### config.mk
export PLATFORM = sky130hd
export DESIGN_NAME = vip_featuremap_channel_packer
export DESIGN_NICKNAME = d
export VERILOG_FILES = /design/src/rtl/vip_featuremap_channel_packer.sv
export SDC_FILE = /design/constraint.sdc
export NUM_CORES = 1
export LEC_CHECK = 0
export BUFFER_PORTS_ARGS = -buffer_cell sky130_fd_sc_hd__buf_2
export CAP_MARGIN = 15
export CORE_MARGIN = 2
export CORE_UTILIZATION = 46
export CTS_CLUSTER_DIAMETER = 200
export CTS_CLUSTER_SIZE = 8
export DETAILED_ROUTE_END_ITERATION = 7
export HOLD_SLACK_MARGIN = 0.15
export PLACE_DENSITY = 0.75
export SKIP_CTS_REPAIR_TIMING = 1
export SLEW_MARGIN = 10
export SYNTH_ARGS = -nofsm -noshare
export SYNTH_HDL_FRONTEND = slang
export SYNTH_SLANG_ARGS = --single-unit
export TNS_END_PERCENT = 10
### constraint.sdc
create_clock -name clock -period 1.75 [get_ports clock]
set_input_delay 0.4375 -clock clock [delete_from_list [all_inputs] [get_ports clock]]
set_output_delay 0.4375 -clock clock [all_outputs]
set_load 0.03 [all_outputs]
### src/rtl/vip_featuremap_channel_packer.sv
`default_nettype none
// ============================================================================
// Module   : vip_featuremap_channel_packer
// Purpose  : Producer side of the 8-channel parallel feature-map write path.
//            Drains a serial word stream (channel 0..7 per pixel) from an
//            upstream normal-mode FIFO, gathers 8 words into one pixel and
//            writes the pixel to the downstream 8-bus interface with a single
//            wrreq while honouring out_full. Counts pixels per frame and
//            pulses frame_done on the write of the last pixel of a frame.
// Ports    : clock        - rising-edge clock
//            reset        - asynchronous active-low reset
//            in_data      - upstream FIFO q (valid the cycle after in_rdreq)
//            in_empty     - upstream FIFO empty
//            in_rdreq     - upstream FIFO read request
//            out_data0..7 - channel 0..7 word of the current pixel
//            out_wrreq    - downstream write strobe (one pixel per cycle)
//            out_full     - downstream full, blocks writes
//            frame_done   - one-cycle pulse with the last write of a frame
//            frame_cnt    - completed-frame count
// Options  : VIP_PACKER_FRAME_CNT_EN - builds the 16-bit wrapping frame_cnt
//            register; when undefined frame_cnt is tied to zero.
// Revision : 1.0 - initial release
// ============================================================================
module vip_featuremap_channel_packer #(
  parameter int DWIDTH     = 32,
  parameter int NUM_PIXELS = 12544
) (
  input  logic              clock,
  input  logic              reset,
  input  logic [DWIDTH-1:0] in_data,
  input  logic              in_empty,
  output logic              in_rdreq,
  output logic [DWIDTH-1:0] out_data0,
  output logic [DWIDTH-1:0] out_data1,
  output logic [DWIDTH-1:0] out_data2,
  output logic [DWIDTH-1:0] out_data3,
  output logic [DWIDTH-1:0] out_data4,
  output logic [DWIDTH-1:0] out_data5,
  output logic [DWIDTH-1:0] out_data6,
  output logic [DWIDTH-1:0] out_data7,
  output logic              out_wrreq,
  input  logic              out_full,
  output logic              frame_done,
  output logic [15:0]       frame_cnt
);

  localparam int c_pix_w = (NUM_PIXELS > 1) ? $clog2(NUM_PIXELS) : 1;
  localparam logic [c_pix_w-1:0] c_last_pix = c_pix_w'(NUM_PIXELS - 1);
  localparam logic [c_pix_w-1:0] c_pix_one  = c_pix_w'(1);

  localparam logic [0:0] c_st_fill = 1'b0;
  localparam logic [0:0] c_st_push = 1'b1;

  logic [0:0]        r_state;
  logic [0:0]        w_state_nxt;
  logic [3:0]        r_rd_idx;      // reads issued for the current pixel (0..8)
  logic [2:0]        r_cap_idx;     // next channel slot to be captured
  logic              r_rd_pending;  // q of the previous cycle's read is valid now
  logic [c_pix_w-1:0] r_pix_cnt;
  logic [DWIDTH-1:0] r_data [8];
  logic              w_cap_last;
  logic              w_pix_last;

  // The 8th capture completes the pixel; reads never outrun captures by more
  // than one, so this is also the last outstanding read.
  assign w_cap_last = (r_state == c_st_fill) && r_rd_pending && (r_cap_idx == 3'd7);
  assign w_pix_last = (r_pix_cnt == c_last_pix);

  // State register
  always_ff @(posedge clock or negedge reset) begin
    if (!reset) begin
      r_state <= c_st_fill;
    end else begin
      r_state <= w_state_nxt;
    end
  end

  // Next-state logic
  always_comb begin
    w_state_nxt = r_state;
    case (r_state)
      c_st_fill: if (w_cap_last) w_state_nxt = c_st_push;
      c_st_push: if (!out_full)  w_state_nxt = c_st_fill;
      default:   w_state_nxt = c_st_fill;
    endcase
  end

  // Output logic
  always_comb begin
    in_rdreq   = 1'b0;
    out_wrreq  = 1'b0;
    frame_done = 1'b0;
    case (r_state)
      c_st_fill: in_rdreq  = !in_empty && !r_rd_idx[3];
      c_st_push: begin
        out_wrreq  = !out_full;
        frame_done = !out_full && w_pix_last;
      end
      default: ;
    endcase
  end

  // Datapath: read/capture indices, pixel buffer, pixel counter
  always_ff @(posedge clock or negedge reset) begin
    if (!reset) begin
      r_rd_idx     <= 4'd0;
      r_cap_idx    <= 3'd0;
      r_rd_pending <= 1'b0;
      r_pix_cnt    <= '0;
      for (int i = 0; i < 8; i++) begin
        r_data[i] <= '0;
      end
    end else begin
      r_rd_pending <= in_rdreq;
      if (in_rdreq) begin
        r_rd_idx <= r_rd_idx + 4'd1;
      end
      if (r_rd_pending) begin
        r_data[r_cap_idx] <= in_data;
        r_cap_idx         <= r_cap_idx + 3'd1;
      end
      if (w_cap_last) begin
        r_rd_idx  <= 4'd0;
        r_cap_idx <= 3'd0;
      end
      if (out_wrreq) begin
        r_pix_cnt <= w_pix_last ? '0 : r_pix_cnt + c_pix_one;
      end
    end
  end

  assign out_data0 = r_data[0];
  assign out_data1 = r_data[1];
  assign out_data2 = r_data[2];
  assign out_data3 = r_data[3];
  assign out_data4 = r_data[4];
  assign out_data5 = r_data[5];
  assign out_data6 = r_data[6];
  assign out_data7 = r_data[7];

`ifdef VIP_PACKER_FRAME_CNT_EN
  logic [15:0] r_frame_cnt;

  always_ff @(posedge clock or negedge reset) begin
    if (!reset) begin
      r_frame_cnt <= 16'd0;
    end else if (frame_done) begin
      r_frame_cnt <= r_frame_cnt + 16'd1;
    end
  end

  assign frame_cnt = r_frame_cnt;
`else
  assign frame_cnt = 16'd0;
`endif

endmodule
`default_nettype wire

==> summary.txt, run 1 <==
Route
  – DRC: 0
  – DR pass1 iterations: 4
  – DRT iter0 DRCs: ~250
  – Via count: 6947
  – Post-DRT Antenna Nets: 0
  – Total wire length: between 20000 and 30000 um
  – WL/cell: roughly 20 um
  – Via density: ~5

Finish
  – Sequential cell area: about 7000 um^2
  – Commonest non-fill, non-tap cells in the layout: 290 x buf_2, 278 x dfrtp_1, 174 x mux2_2
  – Design Area, Final: ~14000 um^2
  – # diodes: 0
  – Area Overhead vs Synth: 32.20%
  – Multi-input combinational cell area: between 3000 and 4000 um^2
  – Nets: between 1000 and 1500
  – Commonest non-fill, non-tap cell in the layout: buf_2
  – Layout cells sized above 1: 0.5672
  – Util after Layout: 0.6230
  – FILL cells: ~1800

STA
  – Fin crit period: roughly 2.6 ns
  – Setup ws final: -0.8105 ns
  – Unrepaired setup endpoints after global routing: true
  – Slew Limit Fails: 0
  – Fmax: between 0.3 and 0.4 GHz
  – Final period utilization: 1.463
  – Setup Skew: 0.01464 ns
  – Slew margin rel.: 0.6346
  – Final hold viol count: 0
  – Worst hold margin: about 0.20 ns
  – Final setup violating endpoints: 3
  – Worst slew pin tran: between 0.5 and 0.6 ns

Clocking
  – Reg clk slew, reported paths: approximately 0.05 ns
  – Max Root-Sink Buffers: 3
  – Htree depth: 2
  – Clk_lat worst skew: a little over 0.5 ns
  – Root buf cell: clkbuf_16
  – CTS tree: done
  – CTS Buf Count: 40
  – CTS Sinks: between 200 and 300

Placed design
  – GP Congestion: 0.7894
  – Hpwl dp: around 18000 um
  – IO buf count: roughly 300
  – Post-DP Area: ~13000 um^2

Power and ir drop
  – Flop pwr share: 0.347
  – Power share of the combinational group: 0.448
  – Switching share of power: 0.4233
  – Total power: 0.03224 W
  – NetSw: ~0.014 W
  – Power per cell area: 2272 nW/um^2
  – Leakage: about 6.7 nW
  – Pint: between 0.015 and 0.02 W
  – Peak supply drop: 0.001219 V
  – Clock share of power: 0.205

GRT
  – Pin count of the biggest net entering global routing: between 50 and 60
  – Total grt overflow: 0
  – Initial antenna violation count: 0
  – First-pass GRT wire length: approximately 40000 um
  – All-Layer GR Usage: 0.2119
  – Vias in the first global route: roughly 7200

Floorplanning
  – Die area: between 20000 and 25000 um^2
  – IO Pins: between 300 and 400
  – Die width: 156.8 um
  – # rows: 55
  – Initial Utilization: 0.4712
  – Die Ht: around 160 um
  – Core ar.: approximately 23000 um^2

Run
  – Maxcap violations: 0

Outcome
  – Failing checks: negative setup slack
  – Outcome: finished, violations left

Synthesis
  – Post-synth EDFFs: 0
  – Avg Inst Size Synth: roughly 16 um^2
  – Top_reg_cell synth: dfrtp_1
  – Synth Cell Area: 10730 um^2
  – Sequential share of the synthesized area: 0.6504
  – Asr flop ratio synth: 1.000
  – YS warnings: 0
  – Seq cells post-synth: 279
  – Yosys cell types: 33
  – Synth Instances: 672

Setup path
  – WS Path Type: reg -> out
  – Startpoint Class: flip-flop
  – Crit path capture type: output pin
  – CP required: 1.31 ns
  – CP Data Arrival Time: around 2.1 ns
  – Reg2reg start: r_cap_idx[0]
  – CP startpoint: r_pix_cnt[10]
  – Crit Path Max Fanout: 2

Hold path
  – Worst min path class: in -> reg
  – HP Start: out_full
-- worst max-delay path, stage by stage, from the launching register on --
cell and delay (ns):
dfrtp_1 0.38, or4_4 0.54, or3_4 0.41, nor3_4 0.14, buf_6 0.15
-- final timing paths --
path	end	slack, ns	cells after the start
hold reg to reg	out_data4[30]	0.48	1
max in group asynchronous	out_data4[9]	0.66	3
setup / recovery	frame_done	-0.81	4
setup reg to reg	out_data0[13]	0.03	6
min in group asynchronous	out_data3[20]	0.50	2
hold / removal	r_state	0.20	2
-- Yosys cell counts (2+ instances only) --
cell	instances	area, um^2
xor2_1	4	35.03
nand2b_1	4	25.02
dfrtp_1	279	6982
nor3_1	5	25.02
buf_2	18	90.09
inv_2	2	7.510
ha_1	4	50.05
a21o_1	2	15.01
mux2_1	83	934.7
nand3_1	4	20.02
nand4_1	4	25.02
xnor2_1	8	70.07
clkbuf_1	5	18.77
o21ai_0	3	15.01
nand2_1	11	41.29
mux2_2	174	1959
nor4_1	7	43.79
buf_6	6	67.56
inv_1	3	11.26
buf_4	16	120.1
nor3_2	3	30.03
o22ai_1	2	12.51
nor2_1	12	45.04
or3_1	4	25.02
-- kinds of logic (layout without fill, tap and decap cells) --
group / after synthesis / count (layout) / share of synthesized area
buf+inv: 50 / 405 / 0.02937
flops: 279 / 279 / 0.6504
simple gates: 58 / 58 / 0.02914
compound gates: 10 / 10 / 0.005710
fa+ha+maj: 4 / 4 / 0.004663
xor+xnor: 12 / 12 / 0.009791
other cells: 1 / 16 / 0.0003494
mux: 258 / 258 / 0.2705
-- metrics by stage --
step,worst slack (ns),TNS (ns),std cells
after global placement,-0.3578,-0.3578,1305
after CTS,-0.9157,-1.696,1349
after detailed placement,-0.3741,-0.4036,1305
after global routing,-0.8828,-1.786,1355
after floorplan,-0.3466,-1.102,687
final,-0.8105,-0.9791,1355
-- flip-flops by register name (all words and copies together) (netlist names), 3 cells and up --
| name | count |
|---|---|
| out_data5 | 32 |
| r_cap_idx | 3 |
| out_data4 | 32 |
| out_data1 | 32 |
| out_data7 | 32 |
| r_pix_cnt | 14 |
| out_data3 | 32 |
| out_data6 | 32 |
| r_rd_idx | 4 |
| out_data2 | 32 |
| out_data0 | 32 |
-- power by group through the flow --
stage | sequential [W] | combinational, W | clock, W
3_3_place_gp | 0.0111 | 0.0141 | 0
6_report | 0.0112 | 0.0144 | 0.00662
4_1_cts | 0.0112 | 0.0144 | 0.00678
2_1_floorplan | 0.0172 | 0.00343 | 0
5_1_grt | 0.0116 | 0.0151 | 0.00704
3_5_place_dp | 0.0112 | 0.0144 | 0
-- routing by layer --
layer | vias to the layer above | track usage | routed length (um)
li1 | 3061 | - | -
met3 | 71 | 0.05234 | 1803
met2 | 246 | 0.3534 | 13150
met1 | 3569 | 0.2667 | 11000
met5 | - | 0 | 0
met4 | 0 | 0.08344 | 899
-- cell type report --
| type | count | area share |
|---|---|---|
| clock buffer | 42 | 0.07257 |
| inverter | 5 | 0.001323 |
| multi-input combinational | 358 | 0.2518 |
| tap | 313 | 0.02760 |
| timing repair buffer | 356 | 0.1533 |
| clock inverter | 2 | 0.001234 |
| sequential | 279 | 0.4921 |
Note: power is estimated with default switching activity, not from simulation.
==> inputs of run 2 (changes only) <==
MAX_ROUTING_LAYER = met4   (was unset)
==> summary.txt, run 2 (synthesis results as in run 1) <==
STA
  – Slew margin rel.: 0.6321
  – Setup ws final: -0.8115 ns
  – Final setup violating endpoints: 3
  – Fmax: a little under 0.4 GHz
  – Final hold viol count: 0
  – Final period utilization: 1.464
  – Worst slew pin tran: 0.5518 ns
  – Unrepaired setup endpoints after global routing: true
  – Setup Skew: about 0.014 ns
  – Fin crit period: 2.561 ns
  – Slew Limit Fails: 0

Setup path
  – WS Path Type: reg -> out
  – Crit path capture type: output pin
  – Worst reg2reg path depth: 6
  – CP Data Arrival Time: roughly 2.1 ns
  – Crit Path Max Fanout: 2
  – CP required: roughly 1.3 ns
  – Startpoint Class: flip-flop

GRT
  – Total grt overflow: 0
  – Pin count of the biggest net entering global routing: 59
  – All-Layer GR Usage: 0.2184
  – First-pass GRT wire length: about 40000 um
  – Vias in the first global route: roughly 7000
  – Initial antenna violation count: 0

Clocking
  – CTS tree: done
  – Clk_lat worst skew: just over 0.5 ns
  – CTS Buf Count: 40
  – CTS Sinks: around 280
  – Htree depth: 2
  – Root buf cell: clkbuf_16
  – Reg clk slew, reported paths: 0.05 ns
  – Max Root-Sink Buffers: 3

Placed design
  – IO buf count: about 300
  – GP Congestion: approximately 0.8
  – Placement Setup Slack: -0.3741 ns
  – Placed Cells: approximately 1300
  – Hpwl dp: approximately 18000 um
  – Post-DP Area: approximately 13000 um^2

Hold path
  – Worst min path class: in -> reg
  – Hold path cells: 2

Route
  – Via density: around 5.1
  – Post-DRT Antenna Nets: 0
  – DRT iter0 DRCs: ~250
  – DR pass1 iterations: 4
  – Total wire length: 26910 um
  – WL/cell: 19.86 um
  – Via count: 6955
  – DRC: 0

Power and ir drop
  – Peak supply drop: about 0.0012 V
  – Power per cell area: between 2000 and 2500 nW/um^2
  – Leakage: between 6 and 7 nW

Finish
  – Sequential cell area: ~7000 um^2
  – # diodes: 0
  – Commonest non-fill, non-tap cells in the layout: 290 x buf_2, 278 x dfrtp_1, 174 x mux2_2
  – FILL cells: roughly 1800
  – Multi-input combinational cell area: between 3000 and 4000 um^2
  – Finished Layout Cells: about 1400
  – Area Overhead vs Synth: 32.20%
  – Layout cells sized above 1: 0.5672
  – Util after Layout: 0.6230
  – Commonest non-fill, non-tap cell in the layout: buf_2
  – Nets: between 1000 and 1500
  – Design Area, Final: 14190 um^2

Floorplanning
  – IO Pins: 311
  – Die Ht: between 150 and 200 um
  – Die area: roughly 25000 um^2
  – Core ar.: roughly 23000 um^2
  – Initial Utilization: 0.4712
  – # rows: 55
  – Die width: approximately 160 um

Outcome
  – Failing checks: negative setup slack
  – Outcome: finished, violations left

Run
  – Maxcap violations: 0
==> run 2: cell counts in the layout (fill, tap and decap cells not counted) <==
Identical to the previous run, type by type.
==> run 2: per-layer routing <==
layer | up-vias | routed length (um) | global-route usage
li1 | 3061 | - | -
met2 | 246 | 13140 | 0.3530
met4 | 0 | 905 | 0.08344
met5 | - | 0 | -
met1 | 3574 | 11130 | 0.2693
met3 | 74 | 1741 | 0.04957
==> run 2: through the flow <==
step                      TNS [ns]  power [W]  hold slack [ns]
after floorplan             -1.102    0.02066           0.1419
after global placement     -0.3578    0.02519           0.4326
after detailed placement   -0.4036    0.02559           0.4422
after CTS                   -1.696    0.03235         -0.09021
after global routing        -1.787    0.03372           0.1867
final                      -0.9769    0.03225           0.1939
==> run 2: cell type report <==
type	count	area share
sequential	279	0.4921
multi-input combinational	358	0.2518
timing repair buffer	356	0.1533
clock buffer	42	0.07257
tap	313	0.02760
inverter	5	0.001323
clock inverter	2	0.001234
==> run 2: worst paths after layout <==
path / from / slack [ns] / end
worst max-delay path: r_pix_cnt[10] / -0.81 / frame_done
worst min-delay path: out_full / 0.19 / r_state
worst max register to register: r_cap_idx[0] / 0.03 / out_data0[23]
worst min register to register: out_data4[30] / 0.48 / out_data4[30]
max in group asynchronous: reset / 0.65 / out_data4[9]
min in group asynchronous: reset / 0.51 / out_data3[20]
==> run 2: where the power goes <==
group / switching [W] / leakage [nW] / internal [W]
sequential: 0.00157 / 3.33 / 0.00961
combinational: 0.00955 / 2.90 / 0.00489
clock: 0.00253 / 0.515 / 0.00410
total: 0.0137 / 6.74 / 0.0186
==> run 2: worst max-delay path: stages, from the launching register on <==
cell and delay [ns]:
dfrtp_1 0.38, or4_4 0.54, or3_4 0.41, nor3_4 0.14, buf_6 0.16
